===== src/rtl/cache_pkg.sv =====
`default_nettype none
// ============================================================================
// Module      : cache_pkg
// Description : Shared types and width helpers for the set-associative cache.
//               Holds the controller state enum, the index/tag/age width
//               derivations and the per-line status record.
// Revision    : 1.0 - initial release
// ============================================================================
package cache_pkg;

  typedef enum logic [2:0] {
    IDLE      = 3'd0,
    LOOKUP    = 3'd1,
    WRITEBACK = 3'd2,
    FILL      = 3'd3,
    RESPOND   = 3'd4
  } state_t;

  // Index bits needed to select one of SETS sets.
  function automatic int index_w(input int sets);
    return (sets > 1) ? $clog2(sets) : 1;
  endfunction

  // Tag is whatever address bits remain above the index.
  function automatic int tag_w(input int addr_w, input int sets);
    return addr_w - index_w(sets);
  endfunction

  // Age / way-index width; a direct-mapped build still carries one bit so
  // that no vector collapses to zero width.
  function automatic int age_w(input int ways);
    return (ways > 1) ? $clog2(ways) : 1;
  endfunction

  // Line status record. Tag and data widths depend on the instance
  // parameters, so those fields live in parallel per-instance arrays that are
  // indexed the same way as this record.
  typedef struct packed {
    logic valid;
    logic dirty;
  } line_flags_t;

endpackage
`default_nettype wire


===== src/rtl/cache_lru.sv =====
`default_nettype none
// ============================================================================
// Module      : cache_lru
// Description : Combinational LRU age update for one set. The touched way
//               becomes age 0 and every way younger than its old age ages by
//               one, so the ages stay a permutation of 0..WAYS-1.
// Revision    : 1.0 - initial release
// Ports       : ages_in   - packed current ages, way i at [i*AGE_W +: AGE_W]
//               touch_way - way being hit or installed
//               ages_out  - packed next ages
// ============================================================================
module cache_lru #(
  parameter int WAYS  = 2,
  parameter int AGE_W = 1
) (
  input  logic [WAYS*AGE_W-1:0] ages_in,
  input  logic [AGE_W-1:0]      touch_way,
  output logic [WAYS*AGE_W-1:0] ages_out
);

  logic [AGE_W-1:0] w_old_age;

  always_comb begin
    w_old_age = '0;
    for (int i = 0; i < WAYS; i++) begin
      if (AGE_W'(i) == touch_way) w_old_age = ages_in[i*AGE_W +: AGE_W];
    end

    ages_out = ages_in;
    for (int i = 0; i < WAYS; i++) begin
      if (AGE_W'(i) == touch_way) begin
        ages_out[i*AGE_W +: AGE_W] = '0;
      end else if (ages_in[i*AGE_W +: AGE_W] < w_old_age) begin
        ages_out[i*AGE_W +: AGE_W] = ages_in[i*AGE_W +: AGE_W] + AGE_W'(1);
      end
    end
  end

endmodule
`default_nettype wire


===== src/rtl/assoc_cache.sv =====
`default_nettype none
// ============================================================================
// Module      : assoc_cache
// Description : N-way set-associative, write-back, write-allocate cache
//               controller with LRU replacement and hit/miss counters.
// Revision    : 1.0 - initial release
// Ports       : CLOCK_50, reset (async, active high)
//               cpu_req/cpu_we/cpu_addr/cpu_wdata  - CPU request (IDLE only)
//               cpu_rdata/cpu_ready                - one-cycle completion
//               busy, hit, hit_count, miss_count   - status / statistics
//               mem_req/mem_we/mem_addr/mem_wdata  - backing RAM request
//               mem_rdata/mem_ack                  - backing RAM response
// ============================================================================
module assoc_cache
  import cache_pkg::*;
#(
  parameter int ADDR_W = 5,
  parameter int DATA_W = 8,
  parameter int SETS   = 4,
  parameter int WAYS   = 2
) (
  input  logic              CLOCK_50,
  input  logic              reset,
  input  logic              cpu_req,
  input  logic              cpu_we,
  input  logic [ADDR_W-1:0] cpu_addr,
  input  logic [DATA_W-1:0] cpu_wdata,
  output logic [DATA_W-1:0] cpu_rdata,
  output logic              cpu_ready,
  output logic              busy,
  output logic              hit,
  output logic              mem_req,
  output logic              mem_we,
  output logic [ADDR_W-1:0] mem_addr,
  output logic [DATA_W-1:0] mem_wdata,
  input  logic [DATA_W-1:0] mem_rdata,
  input  logic              mem_ack,
  output logic [7:0]        hit_count,
  output logic [7:0]        miss_count
);

  localparam int INDEX_W = index_w(SETS);
  localparam int TAG_W   = tag_w(ADDR_W, SETS);
  localparam int AGE_W   = age_w(WAYS);
  localparam int AGES_W  = WAYS * AGE_W;

  state_t r_state, w_next;

  logic              r_we;
  logic [ADDR_W-1:0] r_addr;
  logic [DATA_W-1:0] r_wdata;
  logic [AGE_W-1:0]  r_way;        // way being served: hit way or victim
  logic              r_lookup_hit;
  logic              r_hit;
  logic [7:0]        r_hit_cnt;
  logic [7:0]        r_miss_cnt;

  line_flags_t       r_flags [SETS][WAYS];
  logic [TAG_W-1:0]  r_tag   [SETS][WAYS];
  logic [DATA_W-1:0] r_data  [SETS][WAYS];
  logic [AGES_W-1:0] r_age   [SETS];

  logic [INDEX_W-1:0] w_idx;
  logic [TAG_W-1:0]   w_tag;
  logic               w_hit;
  logic [AGE_W-1:0]   w_hit_way;
  logic               w_inv_found;
  logic [AGE_W-1:0]   w_inv_way;
  logic [AGE_W-1:0]   w_lru_way;
  logic [AGE_W-1:0]   w_victim;
  logic               w_vic_dirty;
  logic [TAG_W-1:0]   w_sel_tag;
  logic [DATA_W-1:0]  w_sel_data;
  logic [AGE_W-1:0]   w_touch_way;
  logic [AGES_W-1:0]  w_age_next;

  assign w_idx = r_addr[INDEX_W-1:0];
  assign w_tag = r_addr[ADDR_W-1:INDEX_W];

  // Tag compare, victim choice and selection of the line at r_way.
  always_comb begin
    w_hit       = 1'b0;
    w_hit_way   = '0;
    w_inv_found = 1'b0;
    w_inv_way   = '0;
    w_lru_way   = '0;
    w_sel_tag   = '0;
    w_sel_data  = '0;
    w_vic_dirty = 1'b0;
    // Descending scan so the lowest-index invalid way wins.
    for (int i = WAYS - 1; i >= 0; i--) begin
      if (!r_flags[w_idx][i].valid) begin
        w_inv_found = 1'b1;
        w_inv_way   = AGE_W'(i);
      end
      if (r_flags[w_idx][i].valid && (r_tag[w_idx][i] == w_tag)) begin
        w_hit     = 1'b1;
        w_hit_way = AGE_W'(i);
      end
      if (r_age[w_idx][i*AGE_W +: AGE_W] == AGE_W'(WAYS - 1)) w_lru_way = AGE_W'(i);
      if (AGE_W'(i) == r_way) begin
        w_sel_tag  = r_tag[w_idx][i];
        w_sel_data = r_data[w_idx][i];
      end
    end
    w_victim = w_inv_found ? w_inv_way : w_lru_way;
    for (int i = 0; i < WAYS; i++) begin
      if (AGE_W'(i) == w_victim) w_vic_dirty = r_flags[w_idx][i].valid && r_flags[w_idx][i].dirty;
    end
  end

  assign w_touch_way = (r_state == LOOKUP) ? w_hit_way : r_way;

  cache_lru #(
    .WAYS  (WAYS),
    .AGE_W (AGE_W)
  ) u_lru (
    .ages_in   (r_age[w_idx]),
    .touch_way (w_touch_way),
    .ages_out  (w_age_next)
  );

  // State register. Async reset drops mem_req immediately since the memory
  // outputs below are decoded from state alone.
  always_ff @(posedge CLOCK_50 or posedge reset) begin
    if (reset) r_state <= IDLE;
    else       r_state <= w_next;
  end

  always_comb begin
    w_next    = r_state;
    busy      = 1'b1;
    cpu_ready = 1'b0;
    cpu_rdata = '0;
    mem_req   = 1'b0;
    mem_we    = 1'b0;
    mem_addr  = '0;
    mem_wdata = '0;
    case (r_state)
      IDLE: begin
        busy = 1'b0;
        if (cpu_req) w_next = LOOKUP;
      end
      LOOKUP: begin
        if (w_hit)            w_next = RESPOND;
        else if (w_vic_dirty) w_next = WRITEBACK;
        else                  w_next = FILL;
      end
      WRITEBACK: begin
        mem_req   = 1'b1;
        mem_we    = 1'b1;
        mem_addr  = {w_sel_tag, w_idx};
        mem_wdata = w_sel_data;
        if (mem_ack) w_next = FILL;
      end
      FILL: begin
        mem_req  = 1'b1;
        mem_addr = r_addr;
        if (mem_ack) w_next = RESPOND;
      end
      RESPOND: begin
        cpu_ready = 1'b1;
        cpu_rdata = w_sel_data;
        w_next    = IDLE;
      end
      default: w_next = IDLE;
    endcase
  end

  // Request latch, line storage, LRU ages and statistics.
  always_ff @(posedge CLOCK_50 or posedge reset) begin
    if (reset) begin
      r_we         <= 1'b0;
      r_addr       <= '0;
      r_wdata      <= '0;
      r_way        <= '0;
      r_lookup_hit <= 1'b0;
      r_hit        <= 1'b0;
      r_hit_cnt    <= '0;
      r_miss_cnt   <= '0;
      for (int s = 0; s < SETS; s++) begin
        for (int w = 0; w < WAYS; w++) begin
          r_flags[s][w]                <= '0;
          r_tag[s][w]                  <= '0;
          r_data[s][w]                 <= '0;
          r_age[s][w*AGE_W +: AGE_W]   <= AGE_W'(w);
        end
      end
    end else begin
      case (r_state)
        IDLE: begin
          if (cpu_req) begin
            r_we    <= cpu_we;
            r_addr  <= cpu_addr;
            r_wdata <= cpu_wdata;
          end
        end
        LOOKUP: begin
          r_lookup_hit <= w_hit;
          if (w_hit) begin
            r_way        <= w_hit_way;
            r_age[w_idx] <= w_age_next;
            if (r_we) begin
              for (int w = 0; w < WAYS; w++) begin
                if (AGE_W'(w) == w_hit_way) begin
                  r_data[w_idx][w]        <= r_wdata;
                  r_flags[w_idx][w].dirty <= 1'b1;
                end
              end
            end
          end else begin
            r_way <= w_victim;
          end
        end
        FILL: begin
          // Install only on ack; a reset before then leaves the line invalid.
          if (mem_ack) begin
            r_age[w_idx] <= w_age_next;
            for (int w = 0; w < WAYS; w++) begin
              if (AGE_W'(w) == r_way) begin
                r_flags[w_idx][w].valid <= 1'b1;
                r_flags[w_idx][w].dirty <= r_we;
                r_tag[w_idx][w]         <= w_tag;
                r_data[w_idx][w]        <= r_we ? r_wdata : mem_rdata;
              end
            end
          end
        end
        RESPOND: begin
          r_hit <= r_lookup_hit;
          if (r_lookup_hit) r_hit_cnt  <= r_hit_cnt + 8'd1;
          else              r_miss_cnt <= r_miss_cnt + 8'd1;
        end
        default: ;
      endcase
    end
  end

  assign hit        = r_hit;
  assign hit_count  = r_hit_cnt;
  assign miss_count = r_miss_cnt;

endmodule
`default_nettype wire


===== config.mk =====
export PLATFORM = sky130hd
export DESIGN_NAME = assoc_cache
export DESIGN_NICKNAME = d
export VERILOG_FILES = /design/src/rtl/cache_pkg.sv /design/src/rtl/cache_lru.sv /design/src/rtl/assoc_cache.sv
export SDC_FILE = /design/constraint.sdc
export NUM_CORES = 1
export LEC_CHECK = 0
export ABC_AREA = 1
export BUFFER_PORTS_ARGS = -buffer_cell sky130_fd_sc_hd__buf_2
export CORE_AREA = 3 3 146 148
export DETAILED_ROUTE_END_ITERATION = 7
export DIE_AREA = 0 0 149 151
export PLACE_DENSITY_LB_ADDON = 0.2
export SYNTH_ARGS = -nofsm -noshare
export SYNTH_HDL_FRONTEND = slang
export SYNTH_SLANG_ARGS = --single-unit

===== constraint.sdc =====
create_clock -name CLOCK_50 -period 7.47 [get_ports CLOCK_50]
set_input_delay 0.747 -clock CLOCK_50 [delete_from_list [all_inputs] [get_ports CLOCK_50]]
set_output_delay 0.747 -clock CLOCK_50 [all_outputs]
set_load 0.005 [all_outputs]

==> run summary, run 1 <==
status = completed
grt total ovfl = 0
n_diodes = 0
period utilization = 0.6763
Max-slew headroom = 0.2914
Yosys reg bits = 148
Simple-Gate Fraction of Synth Area = 0.3411
mapped cell area = 0.008957 mm²
crit-path cells = inv_2, nand2_1, buf_4, inv_2, nand2_1, nand3_1, nand2_1, nor2_1, nand2_2, nand2_2, o21bai_4, buf_4, nand3_1, nand2_1
Final ANT Viol Nets = 0
most area-consuming cells after synthesis = dfrtp_1 40%, nand2_1 18%, nand3_1 6.6%
Num Clock Sinks = 148
worst-case clock buffer depth = 2
Vias/cell = 5.441
CP endpoint = r_data[52]
DRT iter0 DRCs = 810
GRT Overall Usage = 0.2479
DRT Wirelength = 27250 µm
Chip Height = 151 µm
fmax = 197.9 MHz
Port-buffer cells = 67
Post-Syn Nets = 1288
Post-CTS Repair Setup Buffers = 0
Starting Density = 0.4441
kind of critical path = flop to flop
crit path max fanout = 40
Die X = 149 µm
Setup crit start = r_addr[1]
terminus of the critical flop-to-flop path = r_data[52]
vias in the first global route = 7932
post-cts sizing count = 0
worst r2r path cells = 14
vias post-DR = 8531
XOR/XNOR Fraction of Synth Area = 0.01271
first drt pass iteration count = 5
Final nets = 1313
unrepaired setup endpoints after global routing = no
Post-DP Area = 0.009358 mm²
DRC = 0
Power Density = 420.6 mW/mm²
largest family of logic cells by synthesized area = simple AND/OR/NAND/NOR gates
fin. max-slew vios = 0
fraction of layout cells with a size suffix above 1 = 0.1117
maximum VDD drop = 257.7 µV
post-synth top area share = 0.4023
clock insertion delay at the later pin of the skew report = 0.44 ns
Yosys top cell by area = dfrtp_1
pre-CTS WS = 2.627 ns
Hold WC Path Type = primary input to asynchronous set/reset pin
CORE AREA = 0.02017 mm²
final setup fails = 0
global placement routability congestion = 0.9163
fin area = 0.009925 mm²
CTS Hold Bufs = 0
critical path's slowest cell = o21bai_4
Die Area = 0.02250 mm²
Synth Area in Compound Gates = 0.1342
Final Hold Viols = 0
mux share of post-synthesis cell area = 0
Rows = 52
Worst R2R Start = r_addr[1]
largest net degree at the start of global routing = 90
Post-Synth Adder-Cell Area = 0.002794
Layout Skew = 0.01007 ns
register clock-pin slew on the reported worst setup and hold paths = 0.07 ns
initial antenna violation count = 0
R2R setup slack = 2.42 ns
crit path time final = 5.052 ns
syn_area_per_cell = 7.109 µm²
CP Launch Type = flop
Slew @ Worst Pin = 1.059 ns
Final WS setup = 2.418 ns
Post-Route Setup TNS = 0 ns
num ports = 68
Synthesis Warnings = 0
synthesis-to-finish area growth = 10.80%
TritonCTS Buffers = 17
post-synthesis cell type count = 38
Crit. End Element = flop
Wirelength per Cell = 17.38 µm
leakage = 5.126 nW
Layout fillers = 2070
PnR Total Power = 4.175 mW
Worst Path Required = 7.84 ns
Root Driver = clkbuf_16
slowest stage delay, CP = 1.03 ns
Post-Synthesis Cells = 1260
Buf/Inv on CP = 4
first-pass GRT wire length = 43550 µm
Crit path max-delay family = simple AND/OR/NAND/NOR gates
most used cell, CP = nand2_1
H-Tree Depth = 4
sequential element share of the synthesized area = 0.4140
CTS tree = built
max cap viols = 0
HPWL after detailed placement = 17180 µm
Crit. path cell count = 14
Arrival @ worst endpoint = 5.42 ns
==> cells in the final DEF, fill, tap and decap left out, types with 2 or more instances in the layout <==
cell,synthesis,layout
o21ai_1,4,4
inv_1,116,115
inv_2,5,5
o21ai_2,2,2
nand2_2,4,4
nand3_4,2,2
dfstp_2,4,4
o22ai_1,14,14
clkinv_1,2,2
o21bai_1,75,74
o21ai_0,53,53
a22oi_1,2,2
buf_2,22,67
ha_1,2,2
nand4_1,36,36
nor2_4,4,4
a21oi_1,15,15
inv_6,0,5
clkbuf_16,0,17
nor2_2,3,5
o2111ai_1,7,7
nand2_1,419,419
nor3_1,4,4
buf_4,14,12
clkinv_4,0,2
nand3_1,118,118
dfrtp_1,144,144
inv_8,0,5
nor2_1,121,119
o32ai_1,8,8
nand4_2,4,4
xor2_1,12,12
==> power by group <==
group	switching [mW]	internal, mW	total [mW]	leakage, nW
clock network	0.395	0.443	0.839	0.278
registers	0.205	1.08	1.28	1.80
logic	1.47	0.581	2.05	3.05
==> state kept, by name, summed over array words and instances, names as in the netlist <==
register      flops
hit               1
hit_count         8
miss_count        8
r_addr            5
r_age             8
r_data           64
r_flags          16
r_lookup_hit      1
r_state           3
r_tag            24
r_way             1
r_wdata           8
r_we              1
==> per-stage QoR <==
| stage | util | std cells | hold WS [ns] |
|---|---|---|---|
| floorplan | - | 1260 | 0.4194 |
| global placement | 0.4640 | 1536 | 0.4394 |
| detailed placement | 0.4640 | 1536 | 0.4435 |
| CTS | 0.4921 | 1568 | 0.4617 |
| global route | 0.4921 | 1568 | 0.4835 |
| finish | 0.4921 | 1568 | 0.4446 |
==> layout make-up <==
cell class | count | area (µm²) | area share
clock inverter | 14 | 137.6 | 0.01387
multi-input combinational | 915 | 4413 | 0.4447
timing repair buffer | 79 | 425.4 | 0.04286
tap | 270 | 337.8 | 0.03404
clock buffer | 18 | 429.2 | 0.04324
sequential | 148 | 3709 | 0.3737
inverter | 124 | 473.0 | 0.04766
==> Yosys cell counts <==
cell type,number
nand4_1,36
o2111ai_1,7
nand2_4,1
nand2_2,4
inv_1,116
a22oi_1,2
nor3_1,4
o21a_1,1
clkbuf_1,28
nand3_4,2
dfrtp_1,144
a21oi_1,15
nor3b_1,1
nor2_2,3
a22oi_2,1
o22ai_1,14
nand3_1,118
o21ai_1,4
nor2_4,4
clkinv_1,2
xnor2_1,1
o21bai_1,75
o32ai_1,8
dfstp_2,4
ha_1,2
buf_2,22
buf_6,4
nand4_2,4
o21ai_2,2
o211ai_1,1
nand2_1,419
inv_2,5
xor2_1,12
buf_1,5
buf_4,14
nor2_1,121
o21ai_0,53
inv_4,1
==> cells by family (layout without fill, tap and decap cells) <==
kind of cell | Yosys count | count (layout)
simple gates | 717 | 717
buf+inv | 197 | 235
flops | 148 | 148
fa+ha+maj | 2 | 2
xor+xnor | 13 | 13
compound gates | 183 | 183
==> worst reg2reg max path, cell delays in order, from the launching register on <==
cell	delay [ns]
dfrtp_1	0.60
inv_2	0.17
nand2_1	0.09
buf_4	0.34
inv_2	0.25
nand2_1	0.11
nand3_1	0.12
nand2_1	0.10
nor2_1	0.05
nand2_2	0.61
nand2_2	0.75
o21bai_4	1.04
buf_4	0.51
nand3_1	0.15
nand2_1	0.11
==> routing by layer <==
layer | global-route usage | share of wire | vias up
met5 | 0 | 0 | -
met4 | 0.08192 | 0.025 | 0
met3 | 0.04758 | 0.082 | 58
met2 | 0.3745 | 0.44 | 382
met1 | 0.3592 | 0.45 | 3971
li1 | - | - | 4120
==> worst min path at each step <==
stage                    start            end  depth (start not counted)
finish                   reset  miss_count[0]                          2
global placement    r_flags[7]     r_flags[7]                          2
CTS                 r_flags[7]     r_flags[7]                          2
global route        r_flags[5]     r_flags[5]                          2
floorplan           r_flags[7]     r_flags[7]                          2
detailed placement  r_flags[7]     r_flags[7]                          2
(Power assumes the default switching activity.)
==> run 2, diff against run 1 <==
Clock period 7.47 ns to 4.2 ns, I/O delays scaled along.
==> run 2 against run 1 <==
Sequential share of layout area shrank 0.38 points. First-iteration DRC count decreased by 10%. Non-clock buffer count rose by 8. Via count rose by 0.16%. Hold slack worse by 0.26 ns. Final cell count is 0.51% higher. Count of clock-buffer cells in the layout unchanged. Combinational power is 82% higher. Total power is 80% higher. Worst setup slack lost 1.7 ns. Highest routed layer unchanged.
==> run summary, run 2 (synthesis gave the netlist of run 1 again) <==
Rows = 52 (unchanged)
initial antenna violation count = 0 (unchanged)
largest registers = r_data x64, r_tag x24, r_flags x16
num ports = 68 (unchanged)
Hold WC Path Type = primary input to asynchronous set/reset pin
maximum VDD drop = 378.6 µV (+47%)
Final Hold Viols = 0 (unchanged)
HPWL after detailed placement = 17440 µm (+1.5%)
Post-Route Utilization = 0.4971 (+0.005024)
first drt pass iteration count = 5 (unchanged)
commonest non-fill, non-tap cell in the layout = nand2_1
DRT Wirelength = 27610 µm (+1.3%)
vias post-DR = 8545 (+0.16%)
pre-CTS WS = 0.8548 ns (-1.772 ns)
Post-Route Setup TNS = 0 ns (unchanged)
Port-buffer cells = 67 (unchanged)
Worst Path Required = 3.78 ns (-4.06 ns)
GRT Overall Usage = 0.2504 (+0.002515)
Max-slew headroom = 0.4152 (+0.1238)
max reg flops = 64 (unchanged)
Die X = 149 µm (unchanged)
crit path time final = 3.504 ns
final setup fails = 0 (unchanged)
register clock-pin slew on the reported worst setup and hold paths = 0.06 ns (about the same)
Die Area = 0.02250 mm² (unchanged)
worst-case clock buffer depth = 2 (unchanged)
CTS Hold Bufs = 0 (unchanged)
most frequent cells in the layout = 419 x nand2_1, 144 x dfrtp_1, 119 x nor2_1
Chip Height = 151 µm (unchanged)
Arrival @ worst endpoint = 3.08 ns (-2.34 ns)
DRC = 0 (unchanged)
Layout Skew = 0.007781 ns (-0.002286 ns)
crit path max fanout = 19 (-53%)
Post-CTS Repair Setup Buffers = 0 (unchanged)
Starting Density = 0.4441 (unchanged)
clock insertion delay at the later pin of the skew report = 0.44 ns (about the same)
first-pass GRT wire length = 43770 µm (+0.52%)
Final WS setup = 0.6960 ns (-1.722 ns)
Vias/cell = 5.422 (-0.34%)
Power Density = 748.4 mW/mm² (+78%)
kind of critical path = flop to primary output
grt total ovfl = 0 (unchanged)
fin. max-slew vios = 0 (unchanged)
CTS tree = built
Cell Count, Final, Fillers Out = 1576 (+0.51%)
global placement routability congestion = 0.8702 (-5.0%)
unrepaired setup endpoints after global routing = no
Crit. End Element = primary output
Wirelength per Cell = 17.52 µm (+0.80%)
TritonCTS Buffers = 17 (unchanged)
Num Clock Sinks = 148 (unchanged)
post-cts sizing count = 0 (unchanged)
n_diodes = 0 (unchanged)
Final ANT Viol Nets = 0 (unchanged)
fmax = 285.4 MHz
placed cells = 1544 (+0.52%)
period utilization = 0.8343
fraction of layout cells with a size suffix above 1 = 0.1172 (+0.005441)
Top reg by flops = r_data
H-Tree Depth = 4 (unchanged)
Root Driver = clkbuf_16
max cap viols = 0 (unchanged)
CORE AREA = 0.02017 mm² (unchanged)
CP Launch Type = flop
DRT iter0 DRCs = 727 (-10%)
vias in the first global route = 7954 (+0.28%)
Slew @ Worst Pin = 0.8681 ns (-0.1911 ns)
Final nets = 1321 (+0.61%)
synthesis-to-finish area growth = 11.93%
leakage = 5.170 nW (+0.86%)
largest net degree at the start of global routing = 149 (+66%)
status = completed
-- run 2: cell count changes in the layout (fill, tap and decap cells not counted) --
cell	delta
buf_12	+3
clkinvlp_4	+2
inv_8	-3
buf_4	+5
inv_6	+1
clkinv_8	-1
bufinv_16	+1
-- run 2: power by group --
part | internal [mW] | switching, mW
clock | 0.835 | 0.682
combinational | 1.10 | 2.64
sequential | 1.92 | 0.332
-- run 2: path summary, 6_finish.rpt --
kind	start	endpoint	slack (ns)	depth (start not counted)
max in group asynchronous	reset	r_data[27]	3.33	3
setup reg to reg	r_addr[0]	r_data[3]	0.79	14
setup / recovery	r_addr[0]	mem_wdata[4]	0.70	7
hold / removal	reset	miss_count[0]	0.18	3
hold reg to reg	r_flags[7]	r_flags[7]	0.45	2
min in group CLOCK_50	mem_ack	r_state[0]	0.20	2
-- run 2: final cells by class --
type / count / area (µm²)
Tap cell: 270 / 337.8
Clock buffer: 18 / 429.2
Clock inverter: 14 / 142.6
Sequential cell: 148 / 3709
Timing Repair Buffer: 87 / 523.0
Multi-Input combinational cell: 915 / 4413
Fill cell: 2067 / 10140
Inverter: 124 / 471.7
-- run 2: worst max-delay path, stage by stage (launching register included) --
cell and delay [ns]:
dfrtp_1 0.75, inv_2 0.29, nand2_1 0.43, buf_4 0.33
o22ai_1 0.10, o32ai_1 0.51, nor2_1 0.08, buf_2 0.14
-- run 2: routing by layer --
layer,global-route usage,part of all wire
met1,0.3453,0.44
met2,0.3922,0.45
met3,0.05177,0.073
met4,0.09108,0.032
met5,0,0
-- run 2: through the flow --
stage / cell area, µm² / hold WS (ns) / power [mW]
CTS: 10030 / 0.1905 / 7.484
detailed placement: 9454 / 0.4412 / 5.952
global route: 10030 / 0.1964 / 8.039
finish: 10030 / 0.1817 / 7.504
global placement: 9454 / 0.4306 / 5.916
floorplan: 8961 / 0.4194 / 4.848
